File: src/rtl/pulse_stretcher_if.sv
// Trigger/status bundle between a pulse source and pulse_stretcher.
// The master drives the trigger and clear; the slave returns the stretched level and queue status.
interface pulse_stretcher_if #(
  parameter int PEND_W = 3
) ();
  logic              in_pulse;
  logic              clr;
  logic              out_level;
  logic              busy;
  logic [PEND_W-1:0] pending;
  logic              overflow;

  modport master (
    output in_pulse,
    output clr,
    input  out_level,
    input  busy,
    input  pending,
    input  overflow
  );

  modport slave (
    input  in_pulse,
    input  clr,
    output out_level,
    output busy,
    output pending,
    output overflow
  );
endinterface

File: src/rtl/pulse_stretcher.sv
// Turns single-cycle trigger pulses into HIGH_CYCLES-wide windows followed by a GAP_CYCLES low guard.
// Pulses arriving while busy are queued in a saturating counter and replayed back to back.
module pulse_stretcher #(
  parameter int HIGH_CYCLES = 4,
  parameter int GAP_CYCLES  = 2,
  parameter int PEND_W      = 3
) (
  input  logic               clk,
  input  logic               rst_n,
  pulse_stretcher_if.slave   bus
);

  localparam int MAX_CYC = (HIGH_CYCLES > GAP_CYCLES) ? HIGH_CYCLES : GAP_CYCLES;
  localparam int CNT_W   = $clog2(MAX_CYC) + 1;

  localparam logic [CNT_W-1:0]  HIGH_LOAD = CNT_W'(HIGH_CYCLES - 1);
  localparam logic [CNT_W-1:0]  GAP_LOAD  = CNT_W'(GAP_CYCLES - 1);
  localparam logic [PEND_W-1:0] PEND_MAX  = {PEND_W{1'b1}};

  typedef enum logic [1:0] {
    IDLE = 2'd0,
    HIGH = 2'd1,
    GAP  = 2'd2
  } state_t;

  state_t            state_q,    state_d;
  logic [CNT_W-1:0]  cnt_q,      cnt_d;
  logic [PEND_W-1:0] pending_q,  pending_d;
  logic              overflow_q, overflow_d;
  logic              out_level_q, out_level_d;
  logic              busy_q,     busy_d;

  // A pulse that arrives mid-window is queued; at the ceiling it is lost and flagged.
  logic [PEND_W-1:0] pend_inc;
  logic              pend_lost;

  always_comb begin
    pend_inc  = pending_q;
    pend_lost = 1'b0;
    if (bus.in_pulse) begin
      if (pending_q == PEND_MAX) begin
        pend_lost = 1'b1;
      end else begin
        pend_inc = pending_q + 1'b1;
      end
    end
  end

  // NOTE: sequential state uses non-blocking assignments so every register
  // samples the pre-edge values of its neighbours regardless of statement order.
  always_ff @(posedge clk or negedge rst_n) begin
    if (!rst_n) begin
      state_q     <= IDLE;
      cnt_q       <= '0;
      pending_q   <= '0;
      overflow_q  <= 1'b0;
      out_level_q <= 1'b0;
      busy_q      <= 1'b0;
    end else begin
      state_q     <= state_d;
      cnt_q       <= cnt_d;
      pending_q   <= pending_d;
      overflow_q  <= overflow_d;
      out_level_q <= out_level_d;
      busy_q      <= busy_d;
    end
  end

  // NOTE: every always_comb output gets a default first, so no path through
  // the case statement can leave a signal unassigned and infer a latch.
  always_comb begin
    state_d    = state_q;
    cnt_d      = cnt_q;
    pending_d  = pending_q;
    overflow_d = overflow_q;

    if (bus.clr) begin
      state_d    = IDLE;
      cnt_d      = '0;
      pending_d  = '0;
      overflow_d = 1'b0;
    end else begin
      unique case (state_q)
        IDLE: begin
          if (bus.in_pulse) begin
            state_d = HIGH;
            cnt_d   = HIGH_LOAD;
          end
        end

        HIGH: begin
          pending_d  = pend_inc;
          overflow_d = overflow_q | pend_lost;
          if (cnt_q == '0) begin
            state_d = GAP;
            cnt_d   = GAP_LOAD;
          end else begin
            cnt_d = cnt_q - 1'b1;
          end
        end

        GAP: begin
          if (cnt_q == '0) begin
            // Final gap edge: a live pulse is served directly, so the queue
            // depth is unchanged; otherwise one queued pulse is consumed.
            if (bus.in_pulse) begin
              state_d = HIGH;
              cnt_d   = HIGH_LOAD;
            end else if (pending_q != '0) begin
              state_d   = HIGH;
              cnt_d     = HIGH_LOAD;
              pending_d = pending_q - 1'b1;
            end else begin
              state_d = IDLE;
              cnt_d   = '0;
            end
          end else begin
            cnt_d      = cnt_q - 1'b1;
            pending_d  = pend_inc;
            overflow_d = overflow_q | pend_lost;
          end
        end

        default: begin
          state_d = IDLE;
          cnt_d   = '0;
        end
      endcase
    end
  end

  // Outputs are decoded from the next state and registered alongside it.
  always_comb begin
    out_level_d = (state_d == HIGH);
    busy_d      = (state_d != IDLE);
  end

  assign bus.out_level = out_level_q;
  assign bus.busy      = busy_q;
  assign bus.pending   = pending_q;
  assign bus.overflow  = overflow_q;

endmodule
File: src/flat_wrapper.sv
// flat-port wrapper written by rule: the top's interface ports become plain ports
module pulse_stretcher_flat 
#(
  parameter int HIGH_CYCLES = 4,
  parameter int GAP_CYCLES  = 2,
  parameter int PEND_W      = 3
)
  (clk, rst_n, bus_in_pulse, bus_clr, bus_out_level, bus_busy, bus_pending, bus_overflow);
  pulse_stretcher_if #(.PEND_W(PEND_W)) bus_i ();
  input  logic clk;
  input  logic rst_n;
  input wire logic [$bits(bus_i.in_pulse)-1:0] bus_in_pulse;
  input wire logic [$bits(bus_i.clr)-1:0] bus_clr;
  output wire logic [$bits(bus_i.out_level)-1:0] bus_out_level;
  output wire logic [$bits(bus_i.busy)-1:0] bus_busy;
  output wire logic [$bits(bus_i.pending)-1:0] bus_pending;
  output wire logic [$bits(bus_i.overflow)-1:0] bus_overflow;
  assign bus_i.in_pulse = bus_in_pulse;
  assign bus_i.clr = bus_clr;
  assign bus_out_level = bus_i.out_level;
  assign bus_busy = bus_i.busy;
  assign bus_pending = bus_i.pending;
  assign bus_overflow = bus_i.overflow;
  pulse_stretcher #(.HIGH_CYCLES(HIGH_CYCLES), .GAP_CYCLES(GAP_CYCLES), .PEND_W(PEND_W)) u_core (.clk(clk), .rst_n(rst_n), .bus(bus_i));
endmodule
File: config.mk
export PLATFORM = sky130hd
export DESIGN_NAME = pulse_stretcher_flat
export DESIGN_NICKNAME = d
export VERILOG_FILES = /design/src/rtl/pulse_stretcher_if.sv /design/src/rtl/pulse_stretcher.sv /design/src/flat_wrapper.sv
export SDC_FILE = /design/constraint.sdc
export NUM_CORES = 1
export LEC_CHECK = 0
export ABC_AREA = 0
export ABC_CLOCK_PERIOD_IN_PS = 1600
export CORE_MARGIN = 8
export CORE_UTILIZATION = 47
export DETAILED_ROUTE_END_ITERATION = 16
export HOLD_SLACK_MARGIN = 0.03
export PLACE_DENSITY = 0.8
export SYNTH_ARGS = -nofsm -noshare
export SYNTH_HDL_FRONTEND = slang
export SYNTH_SLANG_ARGS = --single-unit
File: constraint.sdc
create_clock -name clk -period 1.6 [get_ports clk]
set_input_delay 0.32 -clock clk [delete_from_list [all_inputs] [get_ports clk]]
set_output_delay 0.32 -clock clk [all_outputs]
set_load 0.02 [all_outputs]
* After elaboration in Yosys (flattened, before gate mapping) *
Cells that the tools add are included.

storage, ports and cells
  input port bits = 4
  output and inout port bits = 6
  register bits = 11

operators by class
  reductions and logical operators = 7
  add/subtract/negate cells = 3
  bitwise gates (word level) = 1
  mux-type cells = 26
  equal/unequal tests = 8

operators with widths
  kind                                                                   count
  3-bit two-way mux                                                      11
  2-bit two-way mux                                                      6
  3-bit case mux with 3 select lines                                     1
  4-bit != test, second input constant                                   2
  3-bit != test, second input constant                                   2
  2-bit case mux with 3 select lines                                     1
  3-bit case mux with 2 select lines                                     1
  3-bit nonzero test                                                     2
  3-bit by 1-bit subtractor with 3-bit output, second input constant     2
  1-bit two-way mux                                                      5
  2-bit by 1-bit equality test with 1-bit output, second input constant  2
  3-bit by 1-bit adder with 3-bit output, second input constant          1
  3-bit equality test, second input constant                             1
  3-bit zero test                                                        1
  3-bit AND reduction                                                    1
  2-bit equality test, second input constant                             1
  2-bit zero test                                                        1
  1-bit case mux with 2 select lines                                     1
  2-bit AND reduction                                                    1
  2-bit nonzero test                                                     1
  1-bit bitwise OR                                                       1

* Longest topological paths before layout *
Gate-level depths: netlist (run 1).

  word-level depth = 7
  gate-level depth with buffers = 6
  depth with buffers taken out = 6

* Worst setup path before layout (run 1) *
No wires, ideal clock.

  path kind = register to register
  start = register u_core.pending_q[0] (netlist: u_core.bus.pending[0])
  end = register u_core.pending_q[1] (netlist: u_core.bus.pending[1])
  period minus slack after synthesis = 1.868 ns
  slack = -0.268 ns
  data arrival time = 1.742 ns
  stages on the path, launching flop included = 7
  cells stage by stage = dfrtp_1 inv_1 ha_1 nand2b_1 or3b_4 and3_4 a311o_1

between the ends
  longest elaborated chain between the ends = 6

ends and longest elaborated chain
  what                                                            line                                           source
  from (decl)                                                     pulse_stretcher.sv:28                          logic [PEND_W-1:0] pending_q, pending_d;
  from (signal assigned)                                          pulse_stretcher.sv:62                          pending_q <= pending_d;
  3-bit by 1-bit adder with 3-bit output (tied with other cells)  pulse_stretcher.sv:44                          pend_inc = pending_q + 1'b1;
  3-bit two-way mux (on tied branches)                            pulse_stretcher.sv:41, pulse_stretcher.sv:109
  3-bit two-way mux (on tied branches)                            pulse_stretcher.sv:40, pulse_stretcher.sv:106
  3-bit two-way mux                                               pulse_stretcher.sv:103                         if (cnt_q == '0) begin
  3-bit case mux with 2 select lines                              pulse_stretcher.sv:83                          unique case (state_q)
  3-bit two-way mux                                               pulse_stretcher.sv:77                          if (bus.clr) begin

Several ways; a longest one is shown, not always the timed one. The select of a mux whose other input is x is not followed.
A chain may end at the register's enable or synchronous reset.

* Worst setup path after layout (run 1) *
  start = register u_core.pending_q[1] (netlist: u_core.bus.pending[1])
  end = register u_core.pending_q[0] (netlist: u_core.bus.pending[0])

between the ends
  longest elaborated chain between the ends = 6

ends and longest elaborated chain
  what                                line                    source
  3-bit equality test                 pulse_stretcher.sv:41   if (pending_q == PEND_MAX) begin
  3-bit two-way mux                   pulse_stretcher.sv:41
  3-bit two-way mux                   pulse_stretcher.sv:40   if (bus.in_pulse) begin
  3-bit two-way mux                   pulse_stretcher.sv:103
  3-bit case mux with 2 select lines  pulse_stretcher.sv:83
  3-bit two-way mux                   pulse_stretcher.sv:77

Several ways; a longest one is shown, not always the timed one.

==> results of run 1 <==
placed cells by master (no fill, tap or decap), types with 2 or more instances in the layout:
master / instances
a21oi_1: 5
a221oi_1: 2
a22oi_2: 2
buf_4: 30
clkbuf_4: 3
clkdlybuf4s50_1: 6
dfrtp_1: 9
dfrtp_2: 2
ha_1: 4
ha_4: 2
inv_2: 4
nand2_1: 5
nand2b_1: 2
nand2b_4: 3
nand3_1: 2
nor2_1: 9
o21ai_0: 5
final cells by class:
cell class | instances | area, um^2
fillers | 84 | 340.3
clock buffers | 4 | 26.28
flip-flops and latches | 11 | 277.8
multi-input cells | 63 | 525.5
repair buffers | 37 | 297.8
inverters | 5 | 18.77
well taps | 16 | 20.02
where the power goes:
part	internal (mW)	total [mW]	switching (mW)
combinational	0.437	0.800	0.363
clock	0.0964	0.194	0.0974
sequential	0.325	0.376	0.0512
total	0.858	1.37	0.512
registers in the layout (all words and copies together) (netlist names):
name,flops
u_core.bus.busy,1
u_core.bus.pending,3
u_core.cnt_q,3
u_core.bus.overflow,1
u_core.state_q,2
u_core.bus.out_level,1
Yosys cell counts (2+ instances only):
library cell  number
dfrtp_1           11
o21ai_0            5
clkbuf_1           2
nor2_1             9
nand2b_1           4
nand3_1            2
o211a_1            2
inv_1              5
ha_1               6
a221oi_1           2
a22oi_1            2
a21oi_1            7
nand2_1            5
critical path: stages (launching register included):
cell,delay [ns]
dfrtp_2,0.41
inv_2,0.06
ha_4,0.16
nand2b_4,0.06
or3b_4,0.39
a2111o_1,0.40
o21ai_1,0.08
what timing repair did:
item	CTS	global route
setup endpoints to repair	7	6
hold endpoints to repair	0	0
gates cloned	0	0
pin swaps	4	4
gates resized for setup	6	16
setup buffers	3	2
hold buffers	0	0
layer usage:
| layer | up-vias | wire (um) | global-route usage (%) |
|---|---|---|---|
| met3 | 0 | 263 | 4.566 |
| met1 | 406 | 1039 | 16.95 |
| met5 | - | 0 | 0 |
| met2 | 57 | 1115 | 21.87 |
| met4 | 0 | 0 | 4.124 |
| li1 | 380 | - | - |
metrics by stage:
stage	hold slack, ns	utilization, %	cells
final	0.3841	77.41	136
after global routing	0.4062	77.41	136
after CTS	0.3943	71.68	134
after detailed placement	0.5103	67.86	127
after global placement	0.4933	67.86	127
after floorplan	0.02441	-	83
logic make-up (layout without fill, tap and decap cells):
group,Yosys count,after routing,synth area share [%]
AOI/OAI and AO/OA,27,27,24.75
adders and majority gates,6,6,9.901
buffers and inverters,9,46,5.610
DFF,11,11,36.30
muxes,1,1,1.320
and+or+nand+nor,29,29,22.11
worst paths after layout:
path | end | slack [ns]
worst max-delay path | u_core.bus.pending[0]$_DFFE_PN0P_ | -0.04
worst min-delay path | u_core.bus.busy$_DFF_PN0_ | 0.38
worst max register to register | u_core.bus.pending[0]$_DFFE_PN0P_ | -0.04
worst min register to register | u_core.bus.overflow$_DFFE_PN0P_ | 0.52
max in group asynchronous | u_core.bus.pending[0]$_DFFE_PN0P_ | 0.84
min in group clk | u_core.bus.overflow$_DFFE_PN0P_ | 0.52
==> out/metrics.csv, run 1 <==
stage;metric;value;unit
global_route;antenna_found_initial;0;
global_route;grt_pass1_wl;3588;um
setup_path;critPathKind;register to register;
synth;synth_edf_count;0;
timing;hold_viol_final;0;
global_route;grt_pass1_vias;769;
timing;layout_worst_path_cycle_share;102.6;%
synth;ys_types;34;
drt;wl;2418;um
synth;postSynthAreaPerCell;9.135;um^2
setup_path;rr_startpoint;u_core.bus.pending[1]$_DFFE_PN0P_;
timing;tightestPinTransition;0.5106;ns
synth;yosysSeqAreaShare;36.30;%
synth;synth_seq_cells;11;
run_status;status;complete, but fails checks;
drt;avgRoutedWirePerCell;17.78;um
setup_path;crit_required;1.79;ns
placed_design;port-buffer-count;9;
setup_path;crit_fanout;4;
timing;setup_ws;-0.04137;ns
finish;antenna-diode-count;0;
drt;vias;843;
synth;async_flop_share;100.0;%
pwr;p_leak;0.5551;nW
timing;finalClockSkew;0.007642;ns
timing;setup_viol;3;
drt;viasPerCell;6.199;
clock_tree;clk_path_buf_depth;2;
floorplanning;dieWidth;56.17;um
timing;rsz0062_at_grt;true;
setup_path;reg2reg_depth;6;
finish;fin_nets;131;
setup_path;cp.arrival;1.83;ns
synth;syn_nets;93;
global_route;track_usage;13.74;%
timing;min_period;1.641;ns
floorplanning;die-area;3155;um^2
worst_hold_path;hold_class;input port to asynchronous set/reset pin;
synth;yosys_warnings;0;
timing;maxSlewViolCount;0;
synth;ys_top_cells_by_area;dfrtp_1 (36%), ha_1 (9.9%), a21oi_1 (4.6%), nor2_1 (4.5%), nand2b_1 (3.3%);
synth;ys.flop_type;dfrtp_1;
synth;yosys.area.top_type_share;36.30;%
clock_tree;clock-root-buffer;clkbuf_4;
synth;syn_area;758.2;um^2
run_status;violations;setup timing;
finish;syn_to_final_growth;53.80;%
drt;dr.pass1.iters;4;
clock_tree;clk_latency;0.27;ns
clock_tree;htree_levels;1;
clock_tree;cts_tree;done;
pwr;ir_drop;0.6256;mV
floorplanning;start_util;50.33;%
floorplanning;num_rows;14;
drt;ant_nets;0;
floorplanning;ios;10;
job;cap_violations;0;
drt;drc_errors;0;
floorplanning;die_h;56.17;um
pwr;power;1.370;mW
timing;max-slew-margin-rel;65.86;%
clock_tree;clk_pin_slew;0.08;ns
clock_tree;cts.sinks;11;
setup_path;startpoint;u_core.bus.pending[1]$_DFFE_PN0P_;
drt;drtIter0Drc;36;
global_route;gr-total-overflow;0;
placed_design;dp_slack;-0.2461;ns
synth;synth_top_area_cell;dfrtp_1;
placed_design;gp_congestion;0.8735;
clock_tree;cts_made_buffers;3;
placed_design;place_hpwl;1513;um
setup_path;cp-start-kind;register;
global_route;grt_max_degree;12;
timing;fmax;0.6092;GHz
finish;drive_gt1_share;45.00;%
finish;finalInstanceArea;1166;um^2
placed_design;placedInstanceArea;1022;um^2
floorplanning;core_area;1506;um^2
pwr;powerDensity;1174;nW/um^2
timing;tns;-0.06587;ns
setup_path;critPathCaptureType;register;
synth;syn_inst;83;
(Power assumes the default switching activity.)
==> run 2, diff against run 1 <==
ABC_CLOCK_PERIOD_IN_PS = unset   (was 1600)
CORE_UTILIZATION = 56   (was 47)
PLACE_DENSITY = 0.89   (was 0.8)
clock period = 2.1 ns   (was 1.6 ns; I/O delays follow)
==> out/metrics.csv, run 2 (synthesis gave the netlist of run 1 again) <==
stage;metric;value;unit
finish;layout_common_cells;dfrtp_1 (11), nor2_1 (9), clkdlybuf4s50_1 (9);
setup_path;rr_startpoint;u_core.bus.pending[1]$_DFFE_PN0P_;
timing;max-slew-margin-rel;65.40;%
drt;wl;1701;um
global_route;gr-total-overflow;0;
clock_tree;postCtsResizedCells;0;
clock_tree;htree_levels;1;
placed_design;place_hpwl;1251;um
timing;rsz0062_at_grt;false;
timing;maxSlewViolCount;0;
worst_hold_path;hold_class;input port to asynchronous set/reset pin;
timing;layout_worst_path_cycle_share;87.51;%
finish;finalInstanceArea;892.1;um^2
pwr;p_leak;0.4053;nW
clock_tree;cts_made_buffers;3;
clock_tree;post-cts-setup-buffers;0;
timing;fmax;0.5441;GHz
floorplanning;die_h;52.80;um
pwr;powerDensity;860.4;nW/um^2
drt;dr.pass1.iters;5;
setup_path;startpoint;u_core.bus.pending[1]$_DFFE_PN0P_;
setup_path;cp-start-kind;register;
job;cap_violations;0;
setup_path;crit_required;2.27;ns
finish;final_util;69.43;%
pwr;power;767.6;uW
pwr;ir_drop;0.4660;mV
clock_tree;cts.sinks;11;
clock_tree;clock-root-buffer;clkbuf_4;
finish;fin_cells;110;
finish;syn_to_final_growth;17.66;%
placed_design;dp_cells;106;
drt;drc_errors;0;
drt;avgRoutedWirePerCell;15.46;um
finish;nFillCells;105;
setup_path;cp.arrival;2.01;ns
clock_tree;clk_path_buf_depth;2;
placed_design;placedInstanceArea;865.8;um^2
clock_tree;cts_hold_buf;0;
timing;tns;0;ns
timing;min_period;1.838;ns
timing;finalClockSkew;0.004953;ns
clock_tree;clk_pin_slew;0.07;ns
global_route;grt_max_degree;12;
timing;setup_viol;0;
global_route;track_usage;13.45;%
floorplanning;die-area;2787;um^2
floorplanning;core_area;1285;um^2
setup_path;ff2ff_setup_slack;0.26;ns
finish;drive_gt1_share;10.53;%
drt;vias;665;
setup_path;crit_fanout;5;
drt;viasPerCell;6.045;
floorplanning;start_util;59.01;%
placed_design;gp_congestion;0.8809;
global_route;grt_pass1_vias;629;
timing;setup_ws;0.2622;ns
placed_design;dp_slack;0.1705;ns
placed_design;port-buffer-count;9;
finish;fin_nets;106;
drt;drtIter0Drc;23;
global_route;busiest_layer;met2;
timing;hold_viol_final;0;
setup_path;critPathCaptureType;register;
floorplanning;dieWidth;52.80;um
timing;hold-worst-slack;0.4791;ns
global_route;grtUsageMet1;15.38;%
floorplanning;ios;10;
clock_tree;clk_latency;0.28;ns
floorplanning;num_rows;13;
setup_path;critPathKind;register to register;
run_status;status;finished, final reports clean;
finish;antenna-diode-count;0;
clock_tree;cts_tree;done;
drt;ant_nets;0;
global_route;gr-usage-met2;20.90;%
timing;tightestPinTransition;0.5174;ns
finish;final_common_cell;dfrtp_1;
global_route;grt_use_met3;4.830;%
global_route;grt_pass1_wl;2787;um
global_route;antenna_found_initial;0;
[run 2: cell types whose count changed in the layout (fill, tap and decap cells not counted), sizes merged]
cell           previous run  this run
buf                      30         3
clkdlybuf4s50             6         9
dlymetal6s2s              1         0
[run 2: final timing paths]
kind	to	cells after the start
max in group asynchronous	u_core.state_q[0]$_DFF_PN0_	1
hold / removal	u_core.cnt_q[0]$_DFFE_PN0P_	1
min in group clk	u_core.bus.overflow$_DFFE_PN0P_	2
hold reg to reg	u_core.bus.overflow$_DFFE_PN0P_	2
setup / recovery	u_core.bus.pending[1]$_DFFE_PN0P_	6
setup reg to reg	u_core.bus.pending[1]$_DFFE_PN0P_	6
[run 2: metal layers]
metal	up-vias	share of wire [%]	routed length [um]
li1	329	-	-
met1	314	46	790
met2	16	47	803
met3	6	4.4	75
met4	0	1.9	32
met5	-	0	0
[run 2: final cells by class]
type                       count  area (um^2)  share of cell area (%)
multi-input combinational     63        440.4                   49.37
sequential                    11        275.3                   30.86
timing repair buffer          12        112.6                   12.62
clock buffer                   4        26.28                   2.945
inverter                       5        18.77                   2.104
tap                           15        18.77                   2.104
[run 2: critical path: stages, from the launching register on]
cell and delay [ns]:
dfrtp_1 0.42, inv_1 0.08, ha_1 0.18, nand2b_1 0.12, or3b_4 0.42, and3_4 0.19, a311o_1 0.30
[run 2: power by group]
group | internal (mW) | leakage (nW) | switching (mW) | total [mW]
Sequential | 0.245 | 0.145 | 0.0447 | 0.289
Combinational | 0.155 | 0.245 | 0.173 | 0.328
Clock | 0.0738 | 0.0150 | 0.0765 | 0.150
==> run 3, diff against run 2 <==
CORE_AREA = 8 8 45 47   (was unset)
CORE_MARGIN = unset   (was 8)
CORE_UTILIZATION = unset   (was 56)
DIE_AREA = 0 0 53 55   (was unset)
DONT_BUFFER_PORTS = 1   (was unset)
PLACE_DENSITY = 0.8   (was 0.89)
==> out/metrics.csv, run 3 (synthesis gave the netlist of run 1 again) <==
stage;metric;value;unit
pwr;powerDensity;904.4;nW/um^2
timing;hold_viol_final;0;
setup_path;reg2reg_depth;6;
floorplanning;die-area;2915;um^2
timing;layout_worst_path_cycle_share;91.48;%
worst_hold_path;holdPathStages;1;
setup_path;critPathKind;register to register;
setup_path;ff2ff_setup_slack;0.18;ns
timing;tns;0;ns
timing;setup_viol;0;
timing;tightestPinTransition;0.5397;ns
drt;drtIter0Drc;31;
global_route;gr-total-overflow;0;
drt;viasPerCell;6.350;
clock_tree;cts_tree;done;
floorplanning;dieWidth;53;um
global_route;grt_pass1_wl;2973;um
timing;maxSlewViolCount;0;
clock_tree;htree_levels;1;
pwr;p_leak;0.3778;nW
floorplanning;start_util;54.79;%
timing;fmax;0.5206;GHz
finish;drive_gt1_share;11.49;%
finish;fin_nets;98;
clock_tree;clk_latency;0.29;ns
timing;rsz0062_at_grt;false;
global_route;grt_pass1_vias;635;
drt;wl;1764;um
floorplanning;ios;10;
floorplanning;core_area;1384;um^2
drt;dr_wl_met2;880;um
job;cap_violations;0;
finish;antenna-diode-count;0;
clock_tree;clk_path_buf_depth;2;
drt;dr.pass1.iters;4;
worst_hold_path;min_to;u_core.cnt_q[1]$_DFFE_PN0P_;
pwr;power_frac_clock;21.2;%
drt;avgRoutedWirePerCell;17.13;um
global_route;grt_max_degree;12;
placed_design;gp_congestion;0.9221;
placed_design;place_hpwl;1294;um
finish;final_common_cell;dfrtp_1;
timing;finalClockSkew;0.01154;ns
drt;wl_met3;116;um
clock_tree;cts_made_buffers;3;
setup_path;r2r-end;u_core.bus.pending[1]$_DFFE_PN0P_;
worst_hold_path;hp-start;bus_clr;
pwr;pwr-share-seq;38.9;%
drt;top_layer;met4;
finish;final_util;58.77;%
drt;wl_met1;726;um
drt;vias;654;
drt;drc_errors;0;
clock_tree;clock-root-buffer;clkbuf_4;
global_route;track_usage;13.90;%
pwr;ir_drop;0.4984;mV
finish;syn_to_final_growth;7.261;%
placed_design;port-buffer-count;0;
timing;max-slew-margin-rel;63.90;%
floorplanning;num_rows;14;
setup_path;cp.arrival;2.10;ns
setup_path;rr_startpoint;u_core.cnt_q[0]$_DFFE_PN0P_;
pwr;p_int;445.3;uW
setup_path;crit_required;2.28;ns
pwr;combinationalPowerShare;39.9;%
clock_tree;clk_pin_slew;0.08;ns
worst_hold_path;hold_class;input port to register;
pwr;p_sw_share;39.45;%
timing;min_period;1.921;ns
floorplanning;die_h;55;um
global_route;antenna_found_initial;0;
run_status;status;finished, final reports clean;
setup_path;cp-start-kind;register;
pwr;switchingPower;290.2;uW
clock_tree;cts.sinks;11;
finish;layout_common_cells;dfrtp_1 (11), nor2_1 (9), a21oi_1 (7);
finish;nFillCells;119;
setup_path;critPathCaptureType;register;
drt;ant_nets;0;
setup_path;crit_fanout;5;
## run 3: cell count changes in the layout (fill, tap and decap cells not counted), sizes merged
| cell | change |
|---|---|
| dlygate4sd3 | +1 |
| clkdlybuf4s50 | -9 |
## run 3: worst max path at each step
stage                                                 start                                 to  slack, ns  cells after the start
after detailed placement        u_core.cnt_q[0]$_DFFE_PN0P_  u_core.bus.pending[1]$_DFFE_PN0P_       0.22                      6
final                           u_core.cnt_q[0]$_DFFE_PN0P_  u_core.bus.pending[1]$_DFFE_PN0P_       0.18                      6
after global routing            u_core.cnt_q[0]$_DFFE_PN0P_  u_core.bus.pending[1]$_DFFE_PN0P_       0.09                      6
after global placement          u_core.cnt_q[0]$_DFFE_PN0P_  u_core.bus.pending[1]$_DFFE_PN0P_       0.29                      6
after floorplan           u_core.bus.pending[0]$_DFFE_PN0P_  u_core.bus.pending[1]$_DFFE_PN0P_       0.23                      6
after CTS                       u_core.cnt_q[0]$_DFFE_PN0P_  u_core.bus.pending[1]$_DFFE_PN0P_       0.21                      6
## run 3: what timing repair did
action | CTS | global route
hold endpoints to repair | 11 | 0
buffers inserted | 0 | 0
resized for setup | 0 | 0
endpoints found under the setup margin | 0 | 0
hold buffers | 1 | 0
## run 3: final cells by class
| type | instances | area (um^2) | share of cell area, % |
|---|---|---|---|
| Multi-Input combinational cell | 63 | 440.4 | 54.15 |
| Inverter | 5 | 18.77 | 2.308 |
| Sequential cell | 11 | 275.3 | 33.85 |
| Tap cell | 16 | 20.02 | 2.462 |
| Timing Repair Buffer | 4 | 32.53 | 4.000 |
| Clock buffer | 4 | 26.28 | 3.231 |
## run 3: metrics by stage
stage	hold WS [ns]	total power [mW]	cell area, um^2	setup WS, ns	std cells
final	0.2007	0.7355	813.3	0.1790	103
after CTS	0.1966	0.7383	813.3	0.2055	103
after floorplan	0.1244	0.5114	758.2	0.2319	83
after detailed placement	0.1249	0.5752	777.0	0.2226	98
after global placement	0.1249	0.5679	777.0	0.2905	98
after global routing	0.2040	0.7871	813.3	0.08829	103
## run 3: power groups by stage
stage	clock network (mW)	logic (mW)	registers, mW
6_report	0.156	0.294	0.286
4_1_cts	0.159	0.295	0.285
3_5_place_dp	0	0.287	0.288
3_3_place_gp	0	0.281	0.287
5_1_grt	0.166	0.330	0.291
2_1_floorplan	0	0.212	0.299
## run 3: worst max-delay path, stage by stage, from the launching register on
cell      delay [ns]
dfrtp_1         0.43
inv_1           0.10
ha_1            0.25
nor2b_1         0.35
o211a_1         0.29
a221oi_1        0.12
a311o_1         0.28
## run 3: metal layers
| metal | global-route usage (%) | vias to the layer above |
|---|---|---|
| li1 | - | 311 |
| met1 | 15.76 | 314 |
| met2 | 23.63 | 24 |
| met3 | 3.209 | 5 |
| met4 | 7.759 | 0 |
| met5 | 0 | - |
